File: config.mk
export PLATFORM = sky130hd
export DESIGN_NAME = cmd_initiator
export DESIGN_NICKNAME = d
export VERILOG_FILES = /design/src/rtl/cmd_initiator.sv
export SDC_FILE = /design/constraint.sdc
export NUM_CORES = 1
export LEC_CHECK = 0
export ABC_AREA = 1
export CAP_MARGIN = 20
export CORE_ASPECT_RATIO = 0.8
export CORE_MARGIN = 10
export CORE_UTILIZATION = 55
export DETAILED_ROUTE_END_ITERATION = 10
export GPL_TIMING_DRIVEN = 0
export PLACE_DENSITY_LB_ADDON = 0.3
export SKIP_LAST_GASP = 1
export SYNTH_ARGS = -nofsm -noshare
export SYNTH_HDL_FRONTEND = slang
export SYNTH_SLANG_ARGS = --single-unit
File: constraint.sdc
create_clock -name clk -period 1.99 [get_ports clk]
set_input_delay 0.199 -clock clk [delete_from_list [all_inputs] [get_ports clk]]
set_output_delay 0.199 -clock clk [all_outputs]
set_load 0.005 [all_outputs]
File: src/rtl/cmd_initiator.sv
// cmd_initiator: host-side bag protocol sequencer (DLINK, DTYPE, DTEMP, then periodic DATA0/DATA1).
// Optional CMD_TEMP_POLL_EN: re-issues DTEMP after every 16th accepted DATA response.
module cmd_initiator #(
  parameter logic [15:0] TOUT   = 16'd50000,
  parameter logic [15:0] PERIOD = 16'd6250,
  parameter logic [1:0]  RETRY  = 2'd3
) (
  input  logic        clk,
  input  logic        rst,
  input  logic        start,
  input  logic        stop,
  output logic        fs_send,
  output logic [3:0]  send_btype,
  input  logic        fd_send,
  input  logic        fs_read,
  input  logic [3:0]  read_btype,
  output logic        fd_read,
  output logic        linked,
  output logic        err,
  output logic [1:0]  err_code,
  output logic [15:0] data_cnt
);

  localparam logic [3:0] DLINK  = 4'b1000;
  localparam logic [3:0] DTYPE  = 4'b1001;
  localparam logic [3:0] DTEMP  = 4'b1010;
  localparam logic [3:0] DATA0  = 4'b1101;
  localparam logic [3:0] DATA1  = 4'b1110;
  localparam logic [3:0] DIDX   = 4'b0101;
  localparam logic [3:0] DPARAM = 4'b0110;
  localparam logic [3:0] DDIDX  = 4'b0111;

  typedef enum logic [2:0] {ST_IDLE, ST_SEND, ST_WAIT, ST_ACK, ST_CHECK, ST_GAP, ST_ERROR} state_t;
  typedef enum logic [1:0] {PH_LINK, PH_TYPE, PH_TEMP, PH_DATA} phase_t;

  state_t      state;
  phase_t      phase;
  logic        toggle;
  logic [1:0]  retry;
  logic [15:0] timer;
  logic [3:0]  rsp_btype;

  function automatic logic [3:0] rsp_code(input phase_t p);
    case (p)
      PH_LINK: rsp_code = DIDX;
      PH_TYPE: rsp_code = DPARAM;
      default: rsp_code = DDIDX;
    endcase
  endfunction

  // Requests are launched on the transition into SEND so fs_send rises together with the state change.
  always_ff @(posedge clk or posedge rst) begin
    if (rst) begin
      state      <= ST_IDLE;
      phase      <= PH_LINK;
      toggle     <= 1'b0;
      retry      <= 2'd0;
      timer      <= 16'd0;
      rsp_btype  <= 4'b0000;
      fs_send    <= 1'b0;
      send_btype <= 4'b0000;
      fd_read    <= 1'b0;
      linked     <= 1'b0;
      err        <= 1'b0;
      err_code   <= 2'b00;
      data_cnt   <= 16'd0;
    end else begin
      case (state)
        ST_IDLE, ST_ERROR: begin
          fd_read <= fs_read;
          if (start) begin
            err        <= 1'b0;
            err_code   <= 2'b00;
            data_cnt   <= 16'd0;
            retry      <= 2'd0;
            toggle     <= 1'b0;
            linked     <= 1'b0;
            phase      <= PH_LINK;
            fs_send    <= 1'b1;
            send_btype <= DLINK;
            state      <= ST_SEND;
          end
        end
        ST_SEND: begin
          fd_read <= fs_read;
          if (fd_send) begin
            fs_send <= 1'b0;
            timer   <= 16'd0;
            state   <= ST_WAIT;
          end
        end
        ST_WAIT: begin
          if (fs_read) begin
            rsp_btype <= read_btype;
            fd_read   <= 1'b1;
            state     <= ST_ACK;
          end else begin
            fd_read <= 1'b0;
            if (timer >= TOUT - 16'd1) begin
              if (retry < RETRY) begin
                retry   <= retry + 2'd1;
                fs_send <= 1'b1;
                state   <= ST_SEND;
              end else begin
                err      <= 1'b1;
                err_code <= 2'b01;
                linked   <= 1'b0;
                state    <= ST_ERROR;
              end
            end else begin
              timer <= timer + 16'd1;
            end
          end
        end
        ST_ACK: begin
          if (!fs_read) begin
            fd_read <= 1'b0;
            state   <= ST_CHECK;
          end else begin
            fd_read <= 1'b1;
          end
        end
        ST_CHECK: begin
          fd_read <= fs_read;
          if (rsp_btype != rsp_code(phase)) begin
            err      <= 1'b1;
            err_code <= 2'b10;
            linked   <= 1'b0;
            fs_send  <= 1'b0;
            state    <= ST_ERROR;
          end else begin
            retry <= 2'd0;
            case (phase)
              PH_LINK: begin
                linked     <= 1'b1;
                phase      <= PH_TYPE;
                send_btype <= DTYPE;
                fs_send    <= 1'b1;
                state      <= ST_SEND;
              end
              PH_TYPE: begin
                phase      <= PH_TEMP;
                send_btype <= DTEMP;
                fs_send    <= 1'b1;
                state      <= ST_SEND;
              end
              PH_TEMP: begin
                phase      <= PH_DATA;
                send_btype <= toggle ? DATA1 : DATA0;
                fs_send    <= 1'b1;
                state      <= ST_SEND;
              end
              default: begin
                data_cnt <= data_cnt + 16'd1;
                toggle   <= ~toggle;
                timer    <= 16'd0;
                state    <= ST_GAP;
              end
            endcase
          end
        end
        ST_GAP: begin
          fd_read <= fs_read;
          if (stop) begin
            linked <= 1'b0;
            state  <= ST_IDLE;
          end else if (timer >= PERIOD - 16'd1) begin
            fs_send <= 1'b1;
            state   <= ST_SEND;
`ifdef CMD_TEMP_POLL_EN
            // data_cnt is never zero here except after a multiple of 16 responses (including wrap).
            if (data_cnt[3:0] == 4'd0) begin
              phase      <= PH_TEMP;
              send_btype <= DTEMP;
            end else begin
              send_btype <= toggle ? DATA1 : DATA0;
            end
`else
            send_btype <= toggle ? DATA1 : DATA0;
`endif
          end else begin
            timer <= timer + 16'd1;
          end
        end
        default: state <= ST_IDLE;
      endcase
    end
  end

endmodule
==> flow_summary.ini <==
[placement]
post-place-ws_ps = -137
post-place-cells = 657
io_buffer_count = 35
detailed_place_hpwl_um = 7230
place_congestion = 0.977

[logic_synthesis]
synth.area.top_cells = dfrtp_1 (37%), nand2_1 (18%), nor2_1 (6.4%)
ys_async_sr_fraction_pct = 100
synth_top_area_cell = dfrtp_1
synth_area_mm2 = 0.00364
synth-main-ff-cell = dfrtp_1
synth_cell_type_count = 35
synth-warning-count = 0
synth_edf_count = 0
postSynthCellCount = 537
synth_top_area_share_pct = 37.2
ys_ff_latch = 54
seq_area_frac_synth_pct = 37.2
synthesis.nets = 558
syn_area_per_cell_um2 = 6.77

[die]
num_rows = 26
die_w_um = 111
die_h_um = 92.7
start_util_pct = 56.7
io_pins = 36
die_area_mm2 = 0.0103
core_mm2 = 0.00641

[final_layout]
final_util_pct = 69.0
fillers = 551
finalNetCount = 613
syn_to_final_growth_pct = 21.6
diodes = 0
stdcell_count = 676
layout-drive-gt1-share_pct = 11.8

[critical_path]
crit_cells = 11
reg2reg_from = phase[0]
rr_worst_depth = 11
worstSetupPathType = flop to flop
reg2reg_to = timer[0]
cp_top_family = simple AND/OR/NAND/NOR gates
critPathLaunch = phase[0]
endpoint = timer[0]
slowest_stage = dfrtp_2
end_kind = flop
cpMostUsedCell = nand3_4
r2r_slack_ps = 50
path_cells = inv_4 > ha_2 > nand2_2 > nand3_4 > o21ai_4 > nand3_4 > inv_8 > nand3_4 > clkbuf_16 > nand2_1 > nand2_1
crit_fanout = 8
required_ps = 2200
worst-path-buf-inv = 3
worstPathArrival_ps = 2150
slowest_delay_ps = 440
startpoint_type = flop

[route]
vias_per_cell = 5.47
drt.antenna.violating_nets = 0
wl_per_cell_um = 14.6
drc = 0
routed_wl_um = 9860
dr.pass1.iters = 5
drt_iter0_markers = 235
via_count = 3698

[cts]
path_clk_slew_ps = 100
clock-root-buffer = clkbuf_8
cts_tree = yes
htreeDepth = 2
clock_path_buffers = 2
numCtsBuffers = 5
cts_sinks = 54
holdBufCountCts = 0
clk_latency_ps = 310

[grt]
grt_max_degree = 39
grt_pass1_vias = 3402
top_usage_layer = met2
use_met1_pct = 25.2
grt_pass1_wl_um = 16200
track_usage_pct = 18.4
antenna_found_initial = 0
grtUsageMet2_pct = 28.4
grt-ovfl-total = 0
use_met3_pct = 4.64

[timing]
relSlewSlack_pct = 66.8
clock_skew_ps = 7.55
setup_viol = 0
drv_slew = 0
finalHoldViolations = 0
timing.final.crit_share_pct = 97.6
fmax_mhz = 515
finalSetupTns_ps = 0
rsz0062_at_grt = yes
setup_ws_ps = 48.5
min_period_ps = 1940
worstMarginPinSlew_ps = 496

[pwr]
power_leakage_nw = 2.13
ir_drop_v = 0.000500
p_per_area_mw_per_mm2 = 1020
power.total_mw = 4.51

[min_path]
hold_path_class = input pin to asynchronous set/reset pin

[outcome]
status = finished, final reports clean

[job]
cap_violations = 0
[through the flow]
| stage | hold WS [ps] | cell area, um^2 |
|---|---|---|
| CTS | 192 | 4240 |
| global route | 213 | 4420 |
| floorplan | 309 | 3640 |
| detailed placement | 450 | 4110 |
| global placement | 450 | 4090 |
| finish | 181 | 4420 |
[cell type report]
type	instances	area (um^2)	share of cell area, %
clock buffer	7	76.3	1.73
inverter	62	243	5.49
tap	84	105	2.38
multi-input combinational	409	2080	47.1
timing repair buffer	48	478	10.8
buffer	12	82.6	1.87
sequential	54	1350	30.6
[cell usage after synthesis, types with 2 or more instances]
cell	instances
nand2_1	179
nand3_1	46
buf_2	8
inv_2	7
nor2_1	62
nand4_1	32
o21ai_1	4
nor3_1	10
nor2_2	3
nand2_2	5
o21ai_0	27
ha_1	11
xor2_1	10
a21oi_1	4
dfrtp_1	54
xnor2_1	2
buf_4	2
inv_1	54
[placed cells by master (no fill, tap or decap), types with 2 or more instances in the layout]
cell type	n
buf_2	6
clkbuf_8	5
xor2_1	10
ha_2	2
nand2_2	7
a21oi_1	4
nand3_2	2
o21ai_0	26
nor2_1	61
nand4_1	32
inv_2	9
nor3_2	2
nand2_4	2
nor2_4	3
nand2_1	175
nor3_1	9
ha_1	8
dfrtp_1	53
clkbuf_1	3
buf_4	13
nand3_1	43
clkdlybuf4s50_1	35
nand3_4	3
o21ai_1	4
inv_1	51
xnor2_1	2
nor2_2	2
[routing by layer]
metal	vias up	share of wire (%)
met2	137	44
li1	1828	-
met5	-	0
met4	0	0.94
met1	1720	47
met3	13	8.2
[timing repair]
| action | 4_1_cts | 5_1_grt |
|---|---|---|
| buffers inserted | 6 | 5 |
| gates cloned | 0 | 1 |
| endpoints found under the setup margin | 42 | 46 |
| gates resized for setup | 3 | 30 |
| pin swaps | 2 | 7 |
[logic make-up (layout without fill, tap and decap cells)]
| group | Yosys count | in the layout | synth area share [%] |
|---|---|---|---|
| flops | 54 | 54 | 37.2 |
| xor+xnor | 12 | 12 | 2.89 |
| fa+ha+maj | 11 | 11 | 3.79 |
| compound gates | 42 | 42 | 6.40 |
| simple gates | 344 | 344 | 41.4 |
| buf+inv | 74 | 129 | 8.40 |
[where the power goes]
part | total [mW] | switching [mW] | leakage (nW) | internal [mW]
logic | 2.51 | 1.56 | 1.36 | 0.945
registers | 1.40 | 0.142 | 0.729 | 1.26
clock network | 0.601 | 0.357 | 0.0383 | 0.244
[flip-flops by register name (all words and copies together) (netlist names)]
name	cells
data_cnt	16
timer	16
rsp_btype	4
send_btype	4
state	3
err_code	2
phase	2
retry	2
err	1
fd_read	1
fs_send	1
linked	1
toggle	1
[how the worst min path moves through the flow]
stage                          to          start  slack (ps)  depth (start not counted)
global route            timer[12]            rst         210                          2
finish                   timer[4]            rst         180                          2
floorplan            rsp_btype[1]  read_btype[1]         310                          2
CTS                     timer[12]            rst         190                          2
global placement    send_btype[3]  send_btype[3]         450                          2
detailed placement  send_btype[3]  send_btype[3]         450                          2
Power figures use the tool's default switching activity.
